$ cat src/rtl/mips_pkg.sv
// Shared MIPS core definitions: ALU control encodings, forward selects and
// the hard-wired zero register index.
package mips_pkg;

  typedef enum logic [2:0] {
    ALU_AND = 3'b000,
    ALU_OR  = 3'b001,
    ALU_ADD = 3'b010,
    ALU_SUB = 3'b110,
    ALU_SLT = 3'b111
  } alucont_t;

  localparam logic [1:0] FWD_REG = 2'b00;
  localparam logic [1:0] FWD_W   = 2'b01;
  localparam logic [1:0] FWD_M   = 2'b10;

  localparam logic [4:0] REG_ZERO = 5'd0;

endpackage

$ cat src/rtl/id_ex_stage_fwd_mux.sv
// Operand forward select plus 3:1 data mux. The M stage holds the younger
// result, so it wins over W. Register zero is never forwarded.
import mips_pkg::*;

module fwd_mux #(
  parameter int WIDTH = 32,
  parameter int REGW  = 5
) (
  input  logic [REGW-1:0]  src,
  input  logic [WIDTH-1:0] regval,
  input  logic             regwrite_m,
  input  logic [REGW-1:0]  writereg_m,
  input  logic [WIDTH-1:0] aluout_m,
  input  logic             regwrite_w,
  input  logic [REGW-1:0]  writereg_w,
  input  logic [WIDTH-1:0] result_w,
  output logic [1:0]       sel,
  output logic [WIDTH-1:0] value
);

  // Pick the youngest in-flight producer of src, then route its data.
  always_comb begin
    sel = FWD_REG;
    if (src != REGW'(REG_ZERO)) begin
      if (regwrite_m && (writereg_m == src))
        sel = FWD_M;
      else if (regwrite_w && (writereg_w == src))
        sel = FWD_W;
    end
    case (sel)
      FWD_M:   value = aluout_m;
      FWD_W:   value = result_w;
      default: value = regval;
    endcase
  end

endmodule

$ cat src/rtl/id_ex_stage.sv
// Decode-to-execute pipeline register with operand forwarding and load-use
// hazard detection. Optional feature macro: ID_EX_FORWARD_EN (when undefined,
// no forwarding is done and hazard_stall also covers every RAW dependency on
// the E and M stages).
import mips_pkg::*;

module id_ex_stage #(
  parameter int WIDTH = 32,
  parameter int REGW  = 5
) (
  input  logic             clk,
  input  logic             reset,
  input  logic             stall_e,
  input  logic             flush_e,
  input  logic             valid_d,
  input  logic [WIDTH-1:0] rd1_d,
  input  logic [WIDTH-1:0] rd2_d,
  input  logic [WIDTH-1:0] signimm_d,
  input  logic [REGW-1:0]  rs_d,
  input  logic [REGW-1:0]  rt_d,
  input  logic [REGW-1:0]  rd_d,
  input  logic             regwrite_d,
  input  logic             memtoreg_d,
  input  logic             memwrite_d,
  input  logic             alusrc_d,
  input  logic             regdst_d,
  input  logic [2:0]       alucont_d,
  input  logic [WIDTH-1:0] aluout_m,
  input  logic [REGW-1:0]  writereg_m,
  input  logic             regwrite_m,
  input  logic [WIDTH-1:0] result_w,
  input  logic [REGW-1:0]  writereg_w,
  input  logic             regwrite_w,
  output logic [WIDTH-1:0] srca_e,
  output logic [WIDTH-1:0] srcb_e,
  output logic [2:0]       alucont_e,
  output logic [WIDTH-1:0] writedata_e,
  output logic [REGW-1:0]  writereg_e,
  output logic             regwrite_e,
  output logic             memtoreg_e,
  output logic             memwrite_e,
  output logic             valid_e,
  output logic [1:0]       fwda_e,
  output logic [1:0]       fwdb_e,
  output logic             hazard_stall
);

  logic [WIDTH-1:0] rd1_e, rd2_e, signimm_e;
  logic [REGW-1:0]  rs_e, rt_e, rd_e;
  logic             alusrc_e, regdst_e;
  logic [WIDTH-1:0] fwd_rt;
  logic             fwd_en_m, fwd_en_w;
  logic             load_use;

  // E-stage register: reset/flush insert a bubble, stall holds, else load D.
  always_ff @(posedge clk) begin
    if (reset || flush_e) begin
      valid_e    <= 1'b0;
      regwrite_e <= 1'b0;
      memtoreg_e <= 1'b0;
      memwrite_e <= 1'b0;
      alusrc_e   <= 1'b0;
      regdst_e   <= 1'b0;
      alucont_e  <= '0;
      rd1_e      <= '0;
      rd2_e      <= '0;
      signimm_e  <= '0;
      rs_e       <= '0;
      rt_e       <= '0;
      rd_e       <= '0;
    end else if (!stall_e) begin
      valid_e    <= valid_d;
      regwrite_e <= valid_d & regwrite_d;
      memtoreg_e <= valid_d & memtoreg_d;
      memwrite_e <= valid_d & memwrite_d;
      alusrc_e   <= valid_d & alusrc_d;
      regdst_e   <= valid_d & regdst_d;
      alucont_e  <= valid_d ? alucont_d : '0;
      rd1_e      <= rd1_d;
      rd2_e      <= rd2_d;
      signimm_e  <= signimm_d;
      rs_e       <= rs_d;
      rt_e       <= rt_d;
      rd_e       <= rd_d;
    end
  end

`ifdef ID_EX_FORWARD_EN
  assign fwd_en_m = regwrite_m;
  assign fwd_en_w = regwrite_w;
`else
  // Muxes stay in place with their enables held low so selects read 00.
  assign fwd_en_m = 1'b0;
  assign fwd_en_w = 1'b0;
  logic unused_regwrite_w;
  assign unused_regwrite_w = regwrite_w;
`endif

  fwd_mux #(.WIDTH(WIDTH), .REGW(REGW)) u_fwd_a (
    .src(rs_e), .regval(rd1_e),
    .regwrite_m(fwd_en_m), .writereg_m(writereg_m), .aluout_m(aluout_m),
    .regwrite_w(fwd_en_w), .writereg_w(writereg_w), .result_w(result_w),
    .sel(fwda_e), .value(srca_e)
  );

  fwd_mux #(.WIDTH(WIDTH), .REGW(REGW)) u_fwd_b (
    .src(rt_e), .regval(rd2_e),
    .regwrite_m(fwd_en_m), .writereg_m(writereg_m), .aluout_m(aluout_m),
    .regwrite_w(fwd_en_w), .writereg_w(writereg_w), .result_w(result_w),
    .sel(fwdb_e), .value(fwd_rt)
  );

  // Operand B source, store data and destination index selection.
  always_comb begin
    writedata_e = fwd_rt;
    srcb_e      = alusrc_e ? signimm_e : fwd_rt;
    writereg_e  = regdst_e ? rd_e : rt_e;
  end

  // Stall request: load-use always; any E/M RAW when forwarding is absent.
  always_comb begin
    load_use = valid_e & memtoreg_e & (rt_e != '0) &
               ((rt_e == rs_d) | (rt_e == rt_d));
`ifdef ID_EX_FORWARD_EN
    hazard_stall = load_use;
`else
    hazard_stall = load_use
      | (valid_e & regwrite_e & (writereg_e != '0) &
         ((writereg_e == rs_d) | (writereg_e == rt_d)))
      | (regwrite_m & (writereg_m != '0) &
         ((writereg_m == rs_d) | (writereg_m == rt_d)));
`endif
  end

endmodule

$ cat config.mk
export PLATFORM = sky130hd
export DESIGN_NAME = id_ex_stage
export DESIGN_NICKNAME = d
export VERILOG_FILES = /design/src/rtl/mips_pkg.sv /design/src/rtl/id_ex_stage_fwd_mux.sv /design/src/rtl/id_ex_stage.sv
export SDC_FILE = /design/constraint.sdc
export NUM_CORES = 1
export LEC_CHECK = 0
export BUFFER_PORTS_ARGS = -buffer_cell sky130_fd_sc_hd__buf_2
export CORE_AREA = 5 5 120 122
export CTS_CLUSTER_DIAMETER = 120
export CTS_CLUSTER_SIZE = 25
export DETAILED_ROUTE_END_ITERATION = 12
export DIE_AREA = 0 0 125 127
export PLACE_DENSITY_LB_ADDON = 0.12
export SLEW_MARGIN = 20
export SYNTH_ARGS = -nofsm -noshare
export SYNTH_HDL_FRONTEND = slang
export SYNTH_SLANG_ARGS = --single-unit
$ cat constraint.sdc
create_clock -name clk -period 4.2 [get_ports clk]
set_input_delay 0.42 -clock clk [delete_from_list [all_inputs] [get_ports clk]]
set_output_delay 0.42 -clock clk [all_outputs]
set_load 0.03 [all_outputs]
==> results.md <==
- Outcome: finished, final reports clean
- Slew margin rel.: 0.307
- Worst r2r dst: alusrc_e$_SDFFE_PP0N_
- Leakage: 3.47 nW
- DRC viols: 0
- Layout cells sized above 1: 0.429
- Core area: 13100 sq um
- Uppermost routed layer: met4
- Post-Syn Area: 4920 sq um
- Largest net degree at the start of global routing: 95
- Multi-input logic area: 2440 sq um
- Synth Flop Type: dfxtp_1
- Dpl hpwl: 9730 microns
- Wire length of the first global-routing pass: 21100 microns
- Hold Path End: rd2_e[6]$_SDFFE_PP0N_
- Yosys top cell area share: 0.468
- Initial DRC count: 148
- Syn. warnings: 0
- CP required: 3780 ps
- Register Area: 2300 sq um
- Crit path kind: reg2out
- Post-synthesis register bit count: 115
- Fillers: 1260
- Setup violators final: 0
- Final ANT Viol Nets: 0
- CTS max path bufs: 2
- Met3 WL: 1110 microns
- Wl on met1: 5260 microns
- Crit path cell chain: mux2i_4, xor2_1, nand3_1, nor3_1, a31oi_1, o221ai_1, buf_2
- Cells after Synth: 475
- Worst-path clk slew: 50 ps
- Via count: 4129
- Area post-placement: 6200 sq um
- Syn avg cell area: 10.4 sq um
- WL met2: 6570 microns
- Total GRT Usage: 0.163
- Routed len/inst: 14.8 microns
- Crit-path max FO: 6
- Die Wd: 125 microns
- Vias per cell: 4.64
- Design area: 6740 sq um
- Setup TNS: 0 ps
- Synth area leaders: dfxtp_1 47%, mux2i_1 22%, nor2_1 8.8%
- Slew @ Worst Pin: 1040 ps
- Tcrit/Tclk final: 0.671
- # hold bufs at CTS: 0
- NumNets Final: 902
- Post-CTS resize count: 0
- RSZ-0062 raised after global routing: false
- Vias in the first global route: 4309
- Die height: 127 microns
- Final Hold Viols: 0
- Initial DRT Pass Iterations: 4
- Achievable Freq: 0.355 GHz
- Yosys cell types: 29
- CTS Sinks: 115
- Fraction of registers with async set or reset after synthesis: 0
- Cell taking the most area after synthesis: dfxtp_1
- CTS tree: done
- Post-layout util: 0.515
- Initial antenna violation count: 1
- Clock skew: 0 ps
- Critical Path End Type: output pin
- Htree depth: 4
- Flop-to-flop setup slack: 2930 ps
- Critical path's largest stage delay: 690 ps
- Hold Path Class: in2reg
- FF-to-FF Start: alusrc_e$_SDFFE_PP0N_
- CP max stage cell: dfxtp_1
- Max cap viols: 0
- Final max-slew violation count: 0
- CP Launch Type: register
- Area of the die: 15900 sq um
- Hold Crit Depth: 3
- Initial Utilization: 0.376
- Rows: 42
- Seq/Total Area, Yosys: 0.468
- Synth cell count leaders: 115 x dfxtp_1, 115 x nor2_1, 107 x mux2i_1, 32 x mux2_2, 16 x xnor2_1
- Clock Tree Root: clkbuf_16
- Hold wc startpoint: rd2_d[6]
- Postcts setup bufs: 0
- PortBufs: 238
- Worst-skew pair later-pin latency: 400 ps
- Reg2Reg Depth: 2
- GP Congestion: 0.896
- Power density cells: 416 nW/um^2
- Io pins: 313
- VDD IR max: 0.231 mV
- Global route overflow: 0
- Minimum clock period: 2820 ps
- Number of flops mapped to enable cells by yosys: 0
- Routed WL: 13200 microns
- Area Growth Syn to Fin: 37.0%
- Total CTS buffers: 17
- WP data arrival: 2400 ps
registers in the layout, summed over array words and instances (netlist names):
name / count
alucont_e: 3
alusrc_e: 1
memtoreg_e: 1
memwrite_e: 1
rd1_e: 32
rd2_e: 32
rd_e: 5
regdst_e: 1
regwrite_e: 1
rt_e: 5
signimm_e: 32
valid_e: 1
critical path, delay by kind of cell, from the launching register on:
kind,cells,cell delay [ps]
flip-flops,1,690
AO/OA/AOI/OAI,2,230
XOR/XNOR,1,160
multiplexers,1,390
buffers and inverters,1,230
AND/OR/NAND/NOR,2,290
stage by stage:
step	cells	hold WS (ps)	power, mW	worst slack [ps]
3_5_place_dp	859	480	1.53	1790
6_report	890	252	2.80	1380
5_1_grt	890	242	2.93	1200
2_1_floorplan	478	458	1.40	1990
4_1_cts	889	235	2.84	1340
3_3_place_gp	859	468	1.52	1780
layout make-up:
cell class                 instances  area share
antenna                            1    0.000371
clock buffer                      25      0.0720
clock inverter                     5     0.00779
inverter                           5     0.00278
multi-input combinational        322       0.362
sequential                       115       0.342
tap                              176      0.0327
timing repair buffer             241       0.181
cells in the final DEF (no fill, tap or decap), drive strengths merged:
cell,synthesis,routed
clkinv,0,3
o311ai,1,1
conb,1,4
xnor2,16,16
nand3,5,5
a21oi,1,1
clkbuf,15,25
nor2,115,115
clkinvlp,0,1
a31oi,2,2
bufinv,0,1
o221ai,1,1
xor2,14,14
inv,5,5
mux2i,111,111
dfxtp,115,115
diode,0,1
a22oi,8,8
or4,2,2
o21ai,1,1
nor3,5,5
or2,1,1
o31ai,1,1
mux2,32,32
buf,21,241
nor2b,1,1
o2111ai,1,1
power by group:
part	internal, mW	total [mW]	switching (mW)
sequential	1.13	1.15	0.0257
clock	0.849	1.30	0.452
combinational	0.150	0.350	0.199
total	2.13	2.80	0.677
metal layers:
metal / track usage / up-vias
li1: - / 2052
met1: 0.180 / 1907
met2: 0.279 / 146
met3: 0.0693 / 24
met4: 0.0657 / 0
met5: 0 / -
logic make-up (layout without fill, tap and decap cells):
group | Yosys count | after routing | share of synthesized area
multiplexers | 143 | 143 | 0.309
AND/OR/NAND/NOR | 129 | 129 | 0.104
flip-flops | 115 | 115 | 0.468
buffers and inverters | 41 | 276 | 0.0392
XOR/XNOR | 30 | 30 | 0.0549
AO/OA/AOI/OAI | 16 | 16 | 0.0236
other | 1 | 5 | 0.000762
worst max path at each step:
stage / startpoint / end / cells past startpoint
2_1_floorplan: regdst_e$_SDFFE_PP0N_ / hazard_stall / 6
3_3_place_gp: regdst_e$_SDFFE_PP0N_ / hazard_stall / 7
3_5_place_dp: regdst_e$_SDFFE_PP0N_ / hazard_stall / 7
4_1_cts: regdst_e$_SDFFE_PP0N_ / hazard_stall / 7
5_1_grt: regdst_e$_SDFFE_PP0N_ / hazard_stall / 7
6_report: regdst_e$_SDFFE_PP0N_ / hazard_stall / 7
(Power assumes the default switching activity.)
